===== src/rtl/nicotb_mon_pkg.sv =====
// nicotb_mon_pkg: shared FSM state and error-bit indices for the handshake monitor
package nicotb_mon_pkg;
  typedef enum logic [1:0] {IDLE, PEND, TMO} state_t;
  localparam int ERR_DROP = 0;
  localparam int ERR_UNSTABLE = 1;
  localparam int ERR_TIMEOUT = 2;
endpackage


===== src/rtl/sat_counter.sv =====
// sat_counter: up-counter that sticks at all-ones; clr has priority over inc
module sat_counter #(
  parameter int W = 32
) (
  input  logic         clk,
  input  logic         rst,
  input  logic         inc,
  input  logic         clr,
  output logic [W-1:0] q
);
  always_ff @(posedge clk)
    if (rst || clr) q <= '0;
    else if (inc && !(&q)) q <= q + 1'b1;
endmodule


===== src/rtl/handshake_monitor.sv =====
// handshake_monitor: passive valid/ready tap with registered accept pulses and sticky errors; timeout via HANDSHAKE_MONITOR_TIMEOUT_EN
module handshake_monitor
  import nicotb_mon_pkg::*;
#(
  parameter int DW = 32,
  parameter int CNT_W = 32,
  parameter int TIMEOUT = 1024
) (
  input  logic             clk,
  input  logic             rst,
  input  logic             valid,
  input  logic             ready,
  input  logic [DW-1:0]    data,
  input  logic             clr_err,
  output logic             acc,
  output logic [DW-1:0]    acc_data,
  output logic [CNT_W-1:0] beat_cnt,
  output logic [CNT_W-1:0] stall_cnt,
  output logic [2:0]       err,
  output logic             err_pulse
);
  state_t state, state_nx;
  logic [DW-1:0] hold;
  logic [2:0] set;
  logic stall, in_pend;
  assign stall = valid & ~ready;
  assign in_pend = state != IDLE;
  always_comb begin
    set = '0;
    set[ERR_DROP] = in_pend & ~valid;
    set[ERR_UNSTABLE] = in_pend & valid & (data != hold);
`ifdef HANDSHAKE_MONITOR_TIMEOUT_EN
    // stall_cnt becomes TIMEOUT on this edge, so the error lands with it
    set[ERR_TIMEOUT] = (state == PEND) & stall & (stall_cnt >= CNT_W'(TIMEOUT - 1));
    state_nx = !stall ? IDLE : (state == IDLE) ? PEND : set[ERR_TIMEOUT] ? TMO : state;
`else
    state_nx = stall ? PEND : IDLE;
`endif
  end
  sat_counter #(.W(CNT_W)) u_stall (
    .clk(clk),
    .rst(rst),
    .inc(stall),
    .clr(~stall),
    .q  (stall_cnt)
  );
  always_ff @(posedge clk)
    if (rst) begin
      state     <= IDLE;
      hold      <= '0;
      acc       <= 1'b0;
      acc_data  <= '0;
      beat_cnt  <= '0;
      err       <= '0;
      err_pulse <= 1'b0;
    end else begin
      state <= state_nx;
      if (state == IDLE && stall) hold <= data;
      acc <= valid & ready;
      if (valid && ready) begin
        acc_data <= data;
        beat_cnt <= beat_cnt + 1'b1;
      end
      err       <= (clr_err ? 3'b000 : err) | set;
      err_pulse <= |(set & ~err);
    end
endmodule


===== config.mk =====
export PLATFORM = sky130hd
export DESIGN_NAME = handshake_monitor
export DESIGN_NICKNAME = d
export VERILOG_FILES = /design/src/rtl/nicotb_mon_pkg.sv /design/src/rtl/sat_counter.sv /design/src/rtl/handshake_monitor.sv
export SDC_FILE = /design/constraint.sdc
export NUM_CORES = 1
export LEC_CHECK = 0
export ABC_AREA = 1
export CAP_MARGIN = 15
export CORE_MARGIN = 5
export CORE_UTILIZATION = 55
export DETAILED_ROUTE_END_ITERATION = 8
export GPL_TIMING_DRIVEN = 0
export PLACE_DENSITY = 0.94
export SYNTH_ARGS = -nofsm -noshare
export SYNTH_HDL_FRONTEND = slang
export SYNTH_SLANG_ARGS = --single-unit

===== constraint.sdc =====
create_clock -name clk -period 4.2 [get_ports clk]
set_input_delay 0.63 -clock clk [delete_from_list [all_inputs] [get_ports clk]]
set_output_delay 0.63 -clock clk [all_outputs]
set_load 0.02 [all_outputs]

==> metrics.md <==
| Metric | Value |
|---|---|
| Core area | `11400 um2` |
| Starting Density | `0.561` |
| Yosys top cell by area | `dfxtp_1` |
| Total power | `3.19 mW` |
| Max Fclk | `0.460 GHz` |
| Synth warn | `0` |
| DRC | `0` |
| GPL Wtd Cong | `0.951` |
| Fin. max-slew vios | `0` |
| CP top delay family | `buffers and inverters` |
| Grt ovf | `0` |
| Switching share of power | `0.249` |
| Clock Latency Late Sink | `0.42 ns` |
| CP max FO | `6` |
| Hold path depth | `2` |
| Avg Cell Area, Syn | `7.01 um2` |
| Worst path depth | `1` |
| Peak supply drop | `0.000278 V` |
| Syn-to-layout area delta | `33.5%` |
| Placed Cells | `1192` |
| Worst R2R Path Depth | `12` |
| Post-synthesis cell count | `914` |
| Post-synth net total | `953` |
| Worst path bufs/invs | `1` |
| DR pass1 iterations | `5` |
| Post-cts hold buffer count | `0` |
| Largest net degree at the start of global routing | `17` |
| Setup TNS | `0 ns` |
| Pre-CTS WS | `1.66 ns` |
| Min-Delay Path Class | `reg2reg` |
| Root Buffer | `clkbuf_16` |
| Max-cap violations | `0` |
| Vias per cell | `5.47` |
| Fin nets | `1107` |
| ANT cells | `0` |
| CTS sink count | `133` |
| Cts repair resizes | `0` |
| Fraction of layout cells with a size suffix above 1 | `0.0888` |
| EDFF count, synth | `0` |
| Post-synth top area share | `0.416` |
| Max incr delay on CP | `0.66 ns` |
| Number of fill cells | `790` |
| Tightest Pin Transition | `0.626 ns` |
| Power Density | `373 nW/um2` |
| Net Switching | `0.794 mW` |
| Util after Layout | `0.749` |
| Slew HR | `0.583` |
| Top post-synthesis cells by count | `190 x nand2_1, 136 x nor2_1, 133 x dfxtp_1` |
| Critical Path End Type | `output pin` |
| Initial antenna violation count | `0` |
| Final Hold Viols | `0` |
| Part of the cycle the worst path needs | `0.517` |
| Largest family of logic cells by synthesized area | `simple AND/OR/NAND/NOR gates` |
| Hold Slack | `0.459 ns` |
| Synth async-reset ratio | `0` |
| Setup crit start kind | `flop` |
| Dominant synthesized flop cell | `dfxtp_1` |
| Compound-Gate Fraction of Synth Area | `0.149` |
| Pint | `2.39 mW` |
| Synth area leaders | `dfxtp_1 42%, nand2_1 11%, nor2_1 8.0%` |
| Post-synthesis adder-cell area fraction | `0.00391` |
| DR WL/cell | `15.5 um` |
| Vias in the first global route | `6635` |
| CTS H-tree depth | `4` |
| Req. time, crit path | `3.57 ns` |
| Final ANT Viol Nets | `0` |
| Post-Route Skew | `0.00985 ns` |
| Count of final setup violators | `0` |
| Xor-xnor portion of the synthesized cell area | `0.0533` |
| Seq pwr share | `0.419` |
| First-pass GRT wire length | `31500 um` |
| Comb power frac | `0.099` |
| I/O Buffers | `135` |
| Synth Register Bits | `133` |
| Gr usage total | `0.271` |
| Chip width | `118 um` |
| Critical-path top delay cell | `clkdlybuf4s50_1` |
| Clk pwr share | `0.483` |
| Layout Cells excl Fill | `1224` |
| Starting DRC count in detailed routing | `579` |
| Total wire length | `19000 um` |
| Most frequent cell after synthesis | `nand2_1` |
| Final WS setup | `2.03 ns` |
| IO Count | `138` |
| HPWL Detailed | `13300 um` |
| Post-Layout Inst Area | `8550 um2` |
| Area of placed instances | `7940 um2` |
| Synth cell types | `35` |
| Synthesized area | `6400 um2` |
| CTS tree | `yes` |
| Via Count | `6699` |
| CTS buffer count | `17` |
| Multiplexer share of the synthesized area | `0` |
| Worst-path clk slew | `0.06 ns` |
| Site Rows | `39` |
| Postcts setup bufs | `0` |
| Max Buffers Root-to-Sink | `2` |
| Status | `complete, no violations` |
| Simple-Gate Fraction of Synth Area | `0.290` |
| Die Area | `13900 um2` |
| Register area share after synthesis | `0.416` |
| Die height | `118 um` |
| Crit path arrival time | `1.54 ns` |
| Leak pwr | `3.12 nW` |
| RSZ-0062 raised after global routing | `no` |
| Period minus WS final | `2.17 ns` |
| Worst path cell trace | `clkdlybuf4s50_1` |
| Setup CP Type | `reg2out` |
## layer usage
layer  global-route usage  share of wire  vias up
met1                0.333           0.41     3072
li1                     -              -     3215
met3               0.0586          0.079       74
met5                    0              0        -
met4                0.136          0.041        0
met2                0.444           0.47      338
## kinds of logic (layout without fill, tap and decap cells)
family                     Yosys count  count (layout)
DFF                                133             133
and+or+nand+nor                    416             416
xor gates and xnor gates            39              39
buffers and inverters              141             308
adders and majority gates            2               2
other                                1               1
AOI/OAI and AO/OA                  182             182
## flip-flops by register name (all words and copies together) (netlist names)
name,count
acc,1
err_pulse,1
err,2
hold,32
acc_data,32
beat_cnt,32
state,1
u_stall.q,32
## power by group through the flow
stage	registers, mW	clock network, mW	logic [mW]
after floorplan	1.38	0	0.143
after detailed placement	1.36	0	0.303
final	1.34	1.54	0.314
after global placement	1.36	0	0.295
after global routing	1.34	1.61	0.340
after CTS	1.33	1.54	0.311
## cell usage in the layout (no fill, tap or decap), types with 3 or more instances in the layout
master,synthesis,routed
clkbuf_16,0,17
nor2_2,6,6
nor2_4,6,6
nor2_1,136,136
bufinv_16,0,3
buf_2,11,11
nand3_1,20,20
nand2_1,190,190
nand4_1,12,12
clkinvlp_4,0,3
dfxtp_1,133,133
xor2_1,12,12
clkinv_4,0,6
inv_2,7,7
nand3b_1,5,5
inv_1,100,100
nor3_2,6,6
a21oi_1,80,80
o21ai_0,66,66
nor3b_1,3,3
clkdlybuf4s50_1,0,135
xnor2_1,27,27
clkbuf_1,17,17
o21ai_1,24,24
a21oi_2,9,9
nand2_2,8,8
nor3_1,14,14
nand2_4,4,4
## tightest hold or removal path: stages (launching register included)
cell and delay, ns:
dfxtp_1 0.32, inv_1 0.05, a21oi_1 0.05
## path summary, 6_finish.rpt
check	startpoint	endpoint	slack (ns)
max	beat_cnt[14]	beat_cnt[14]	2.03
min	hold[11]	hold[11]	0.46
max reg2reg	u_stall.q[0]	u_stall.q[30]	2.32
min reg2reg	hold[11]	hold[11]	0.46
## final cells by class
| type | instances | area [um2] | share of cell area |
|---|---|---|---|
| Buffer | 33 | 156 | 0.0183 |
| Inverter | 108 | 405 | 0.0474 |
| Timing Repair Buffer | 135 | 1350 | 0.158 |
| Sequential cell | 133 | 2660 | 0.311 |
| Multi-Input combinational cell | 640 | 3180 | 0.372 |
| Clock buffer | 18 | 439 | 0.0513 |
| Tap cell | 143 | 179 | 0.0209 |
| Clock inverter | 14 | 179 | 0.0209 |
No activity file was read; power rests on OpenSTA's default activity.
